--- src/rtl/lfsr_decrypt_engine.sv ---
// LFSR stream decryptor.
// The engine reads an encrypted preamble and searches a table of tap patterns
// for one that reproduces it. It then decrypts MSG_LEN bytes from SRC_BASE to
// DST_BASE and counts parity failures along the way.
//
// Memory handshake: the memory has no valid/ready pair. An address driven in
// cycle t returns its data on mem_rd_data in cycle t+1. A write happens at the
// rising edge that ends any cycle in which mem_wr_en=1. Both the read address
// and the write address use the single mem_addr bus.
module lfsr_decrypt_engine #(
  parameter int LFSR_W    = 7,
  parameter int DATA_W    = 8,
  parameter int ADDR_W    = 8,
  parameter int MSG_LEN   = 64,
  parameter int SRC_BASE  = 64,
  parameter int DST_BASE  = 0,
  parameter int CHECK_LEN = 8,
  parameter int NUM_PTRN  = 9,
  parameter logic [NUM_PTRN*LFSR_W-1:0] PTRN_TBL =
    {7'h60, 7'h48, 7'h78, 7'h72, 7'h6A, 7'h69, 7'h5C, 7'h7E, 7'h7B}
) (
  input  logic              Clk,
  input  logic              Reset,
  input  logic              Start,
  output logic              Ack,
  output logic [ADDR_W-1:0] mem_addr,
  input  logic [DATA_W-1:0] mem_rd_data,
  output logic              mem_wr_en,
  output logic [DATA_W-1:0] mem_wr_data,
  output logic [3:0]        ptrn_idx,
  output logic              no_match,
  output logic [6:0]        par_err_cnt,
  output logic [2:0]        dbg_state
);

  localparam int CNT_W = $clog2((MSG_LEN > CHECK_LEN) ? 2*MSG_LEN : 2*CHECK_LEN) + 1;
  localparam int IDX_W = (CHECK_LEN > 1) ? $clog2(CHECK_LEN) : 1;
  localparam logic [ADDR_W-1:0] SRC_A = ADDR_W'(SRC_BASE);
  localparam logic [ADDR_W-1:0] DST_A = ADDR_W'(DST_BASE);
  localparam logic [DATA_W-1:0] BIAS  = DATA_W'(32);

  typedef enum logic [2:0] {
    S_IDLE    = 3'd0,
    S_FETCH   = 3'd1,
    S_SEARCH  = 3'd2,
    S_DECRYPT = 3'd3,
    S_DONE    = 3'd4
  } state_t;

  state_t              state_q, state_d;
  logic                start_q, start_qq;
  logic [CNT_W-1:0]    cnt_q, cnt_d;
  logic [LFSR_W-1:0]   s_q, s_d;
  logic [3:0]          p_q, p_d;
  logic [IDX_W-1:0]    k_q, k_d;
  logic [3:0]          ptrn_d;
  logic                nm_d;
  logic [6:0]          par_d;
  logic                buf_we;
  logic [IDX_W-1:0]    buf_idx;
  logic [ADDR_W-1:0]   byte_off;
  logic [LFSR_W-1:0]   taps_cur;
  logic [LFSR_W-1:0]   step_nxt;
  logic [LFSR_W-1:0]   pre_buf [CHECK_LEN];

  assign Ack       = (state_q == S_DONE);
  assign dbg_state = state_q;
  assign buf_idx   = IDX_W'(cnt_q >> 1);
  assign byte_off  = ADDR_W'(cnt_q >> 1);

  // Select the tap pattern currently under test (entry 0 sits in the MSBs).
  always_comb begin
    taps_cur = '0;
    for (int i = 0; i < NUM_PTRN; i++) begin
      if (p_q == 4'(i)) taps_cur = PTRN_TBL[(NUM_PTRN-1-i)*LFSR_W +: LFSR_W];
    end
  end

  assign step_nxt = {s_q[LFSR_W-2:0], ^(s_q & taps_cur)};

  // Next-state, datapath next values and memory-bus outputs.
  always_comb begin
    state_d     = state_q;
    cnt_d       = cnt_q;
    s_d         = s_q;
    p_d         = p_q;
    k_d         = k_q;
    ptrn_d      = ptrn_idx;
    nm_d        = no_match;
    par_d       = par_err_cnt;
    buf_we      = 1'b0;
    mem_addr    = '0;
    mem_wr_en   = 1'b0;
    mem_wr_data = '0;
    case (state_q)
      S_IDLE: begin
        if (start_qq && !start_q) begin
          state_d = S_FETCH;
          cnt_d   = '0;
          ptrn_d  = '0;
          nm_d    = 1'b0;
          par_d   = '0;
        end
      end
      S_FETCH: begin
        // Even cycles issue the read; odd cycles capture the returned byte.
        mem_addr = SRC_A + byte_off;
        cnt_d    = cnt_q + CNT_W'(1);
        buf_we   = cnt_q[0];
        if (cnt_q == CNT_W'(2*CHECK_LEN-1)) begin
          state_d = S_SEARCH;
          cnt_d   = '0;
          s_d     = pre_buf[0];
          p_d     = '0;
          k_d     = IDX_W'(1);
        end
      end
      S_SEARCH: begin
        if (pre_buf[0] == '0) begin
          // A zero seed locks the LFSR at zero, so nothing can be decrypted.
          nm_d    = 1'b1;
          state_d = S_DONE;
        end else if (step_nxt != pre_buf[k_q]) begin
          if (p_q == 4'(NUM_PTRN-1)) begin
            nm_d    = 1'b1;
            state_d = S_DONE;
          end else begin
            p_d = p_q + 4'd1;
            s_d = pre_buf[0];
            k_d = IDX_W'(1);
          end
        end else if (k_q == IDX_W'(CHECK_LEN-1)) begin
          ptrn_d  = p_q;
          s_d     = pre_buf[0];
          cnt_d   = '0;
          state_d = S_DECRYPT;
        end else begin
          s_d = step_nxt;
          k_d = k_q + IDX_W'(1);
        end
      end
      S_DECRYPT: begin
        cnt_d = cnt_q + CNT_W'(1);
        if (!cnt_q[0]) begin
          mem_addr = SRC_A + byte_off;
        end else begin
          mem_addr    = DST_A + byte_off;
          mem_wr_en   = 1'b1;
          mem_wr_data = {1'b0, mem_rd_data[LFSR_W-1:0] ^ s_q} + BIAS;
          s_d         = step_nxt;
          if ((mem_rd_data[DATA_W-1] != ^mem_rd_data[LFSR_W-1:0]) && (par_err_cnt != 7'h7F))
            par_d = par_err_cnt + 7'd1;
          if (cnt_q == CNT_W'(2*MSG_LEN-1)) state_d = S_DONE;
        end
      end
      S_DONE: begin
        if (Start) state_d = S_IDLE;
      end
      default: state_d = S_IDLE;
    endcase
  end

  // State, datapath and status registers, all cleared by the asynchronous reset.
  always_ff @(posedge Clk or posedge Reset) begin
    if (Reset) begin
      state_q     <= S_IDLE;
      start_q     <= 1'b0;
      start_qq    <= 1'b0;
      cnt_q       <= '0;
      s_q         <= '0;
      p_q         <= '0;
      k_q         <= '0;
      ptrn_idx    <= '0;
      no_match    <= 1'b0;
      par_err_cnt <= '0;
      for (int i = 0; i < CHECK_LEN; i++) pre_buf[i] <= '0;
    end else begin
      state_q     <= state_d;
      start_q     <= Start;
      start_qq    <= start_q;
      cnt_q       <= cnt_d;
      s_q         <= s_d;
      p_q         <= p_d;
      k_q         <= k_d;
      ptrn_idx    <= ptrn_d;
      no_match    <= nm_d;
      par_err_cnt <= par_d;
      if (buf_we) pre_buf[buf_idx] <= mem_rd_data[LFSR_W-1:0];
    end
  end

endmodule

--- config.mk ---
export PLATFORM = sky130hd
export DESIGN_NAME = lfsr_decrypt_engine
export DESIGN_NICKNAME = d
export VERILOG_FILES = /design/src/rtl/lfsr_decrypt_engine.sv
export SDC_FILE = /design/constraint.sdc
export NUM_CORES = 1
export LEC_CHECK = 0
export ABC_CLOCK_PERIOD_IN_PS = 3600
export BUFFER_PORTS_ARGS = -buffer_cell sky130_fd_sc_hd__buf_2
export CAP_MARGIN = 20
export CORE_ASPECT_RATIO = 0.5
export CORE_UTILIZATION = 40
export CTS_CLUSTER_SIZE = 25
export DETAILED_ROUTE_END_ITERATION = 10
export HOLD_SLACK_MARGIN = 0.08
export RECOVER_POWER = 100
export SYNTH_ARGS = -nofsm -noshare
export SYNTH_HDL_FRONTEND = slang
export SYNTH_SLANG_ARGS = --single-unit
--- constraint.sdc ---
create_clock -name Clk -period 3.6 [get_ports Clk]
set_input_delay 0.18 -clock Clk [delete_from_list [all_inputs] [get_ports Clk]]
set_output_delay 0.18 -clock Clk [all_outputs]
set_load 0.01 [all_outputs]
==> out/metrics.cfg <==
[logic_synthesis]
synth_area_leaders = dfrtp_1 44%, mux2_2 12%, mux2i_1 5.3%, mux4_2 3.3%, xnor2_1 2.9%
yosys.area.top_type = dfrtp_1
synthCells = 505
synth_area_um2 = 5450
ys_seq_elements = 95
synth_edf_count = 0
ys_warn_count = 0
synthArstFlopShare_pct = 100
yosysTopAreaCellShare_pct = 43.6
synth_ff_type = dfrtp_1
synthesis.nets = 526
syn_area_per_cell_um2 = 10.8
ys_seq_area_share_pct = 43.6
ys_types = 62

[clock_tree]
clock_latency_ps = 340
clk_pin_slew_worst_paths_ps = 70
cts_sinks = 95
cts_buffers = 9
ctsLongestPathBuffers = 2
cts_tree = built
cts_max_level = 3
root_buffer = clkbuf_16

[sta]
fin_skew_ps = 10.3
fin_crit_ps = 3340
whs_ps = 229
worst_pin_slew_ps = 2400
drv_slew = 64
tns_ps = 0
slew_headroom_pct = -60.0
finalSetupViolations = 0
fin_crit_sh_pct = 92.9
hold_viol = 0
rsz0062_at_grt = false
max_freq_ghz = 0.299

[status]
status = finished, violations left
violations = max-capacitance violations, max-slew violations

[grt]
grt_pass1_vias = 4058
grt-ovfl-total = 0
grt_antenna_before_repair = 0
grt_pass1_wl_um = 22300
track_usage_pct = 20.3
grt_start_max_net_pins = 64

[floorplan]
io_pins = 44
start_util_pct = 42.0
core_area_um2 = 13000
fp.dieArea_um2 = 14100
core.rowCount = 29
die_h_um = 84.5
die_width_um = 167

[worst_setup_path]
worstPathRequired_ps = 3830
cp_slowest_cell = xor3_2
criticalPathCategory = flip-flop to flip-flop
start_kind = flip-flop
critPathMaxFanout = 7
path_buf_inv = 2
cp-end-kind = flip-flop
path_cells = inv_1, ha_1, inv_1, a2111oi_0, a31oi_1, xor3_2, xor3_2, a21oi_1, nor4b_4, mux2_2
slowest_delay_ps = 460
crit_arrival_ps = 3580
crit_family = XOR/XNOR gates

[cells_and_area]
drive_gt1_share_pct = 20.9
nets = 575
antennaDiodeCount = 0
area_delta_synth_final_pct = 13.2

[detailed_routing]
drt_wl_total_um = 13400
via_per_inst = 5.53
ant_nets = 0
routedWlPerCell_um = 18.3
drc_errors = 0
vias = 4035
dr.first_iter.drc_count = 320
drt-pass1-iter-count = 5

[run]
max_cap_violations = 1

[power_and_ir_drop]
p_leak_nw = 2.76
cellPowerDensity_nw_per_um2 = 840
vdd_drop_max_uv = 542
finalPower_mw = 5.18

[hold_path]
hold_class = primary input to flip-flop

[placement]
io_buffers = 43
dp_hpwl_um = 9470
gp_congestion = 0.846

-- power breakdown --
group | leakage (nW) | total (mW) | internal [mW] | switching, mW
logic | 1.40 | 2.55 | 1.16 | 1.38
registers | 1.22 | 1.72 | 1.41 | 0.311
clock network | 0.135 | 0.909 | 0.479 | 0.430
total | 2.76 | 5.18 | 3.05 | 2.12
-- worst reg2reg max path, cell delays in order (launching register included) --
cell and delay (ps):
dfrtp_1 440, inv_1 150, ha_1 260, inv_1 70, a2111oi_0 430, a31oi_1 80
xor3_2 460, xor3_2 460, a21oi_1 180, nor4b_4 350, mux2_2 370
-- what timing repair did --
| action | in CTS | in global routing |
|---|---|---|
| endpoints found under the hold margin | 62 | 0 |
| resized for setup | 0 | 3 |
| hold buffers | 2 | 0 |
| setup endpoints to repair | 0 | 15 |
| setup buffers | 0 | 1 |
-- sequential cells by signal, summed over array words and instances (netlist names) --
name	flops
k_q	3
s_q	7
cnt_q	8
dbg_state	3
ptrn_idx	4
par_err_cnt	7
start_q	1
p_q	4
no_match	1
start_qq	1
pre_buf	56
-- metal layers --
metal,track usage (%),routed length [um],vias to the layer above
li1,-,-,1936
met1,29.4,6640,1958
met2,31.3,5840,129
met3,3.68,749,12
met4,5.72,128,0
met5,0,0,-
-- cell usage in the layout, fill, tap and decap left out, drive strengths merged, types with 8 or more instances in the layout --
master and instances:
inv 35, dfrtp 95, nand3 10, xnor2 18, clkbuf 51, mux2i 29, a31oi 8, a21oi 20
and3 11, mux4 8, buf 23, nor3 15, ha 10, o21ai 24, nor2 36, nand2 21
mux2 58
-- area by class of cell --
| type | instances | area [um^2] |
|---|---|---|
| Timing Repair Buffer | 66 | 334 |
| Tap cell | 170 | 213 |
| Inverter | 32 | 120 |
| Multi-Input combinational cell | 350 | 2840 |
| Clock inverter | 6 | 50.0 |
| Fill cell | 1229 | 6790 |
| Sequential cell | 95 | 2380 |
| Clock buffer | 10 | 229 |
-- cell usage after synthesis, types with 3 or more instances --
master,count
dfrtp_1,95
mux2_2,58
nor2_1,35
inv_1,32
mux2i_1,29
o21ai_0,23
nand2_1,21
a21oi_1,20
xnor2_1,18
clkbuf_1,17
nor3_1,14
and3_1,11
ha_1,10
nand3_1,10
a31oi_1,8
mux4_2,8
buf_2,7
nand2b_1,7
xor2_1,7
a22oi_1,6
a311oi_1,6
a21o_1,4
nor4_1,4
or3_1,4
nor3b_1,3
o22ai_1,3
o32ai_1,3
-- cell families after synthesis --
logic type      after synthesis  share of synthesized area (%)
simple gates                121                           11.7
compound gates               96                           12.0
buf+inv                      60                           4.43
flops                        95                           43.6
fa+ha+maj                    10                           2.30
mux                          95                           20.6
xor+xnor                     28                           5.33
-- worst paths after layout --
check                                     from          end  slack, ps  depth (start not counted)
worst max register to register          p_q[0]  ptrn_idx[0]        260                         10
worst max-delay path                    p_q[0]  ptrn_idx[0]        260                         10
max in group asynchronous                Reset       p_q[0]        890                          4
worst min register to register         start_q     start_qq        390                          0
min in group asynchronous                Reset  pre_buf[27]       1210                          3
worst min-delay path            mem_rd_data[0]  pre_buf[28]        230                          2
-- stage by stage --
stage / util (%) / cells / setup WS [ps] / area [um^2]
global placement: 45.6 / 709 / 314 / 5910
CTS: 47.9 / 727 / 191 / 6210
floorplan: - / 505 / 457 / 5450
global route: 47.6 / 729 / 2.94 / 6160
detailed placement: 45.6 / 709 / 218 / 5910
finish: 47.6 / 729 / 256 / 6160
Note: power is estimated with default switching activity, not from simulation.
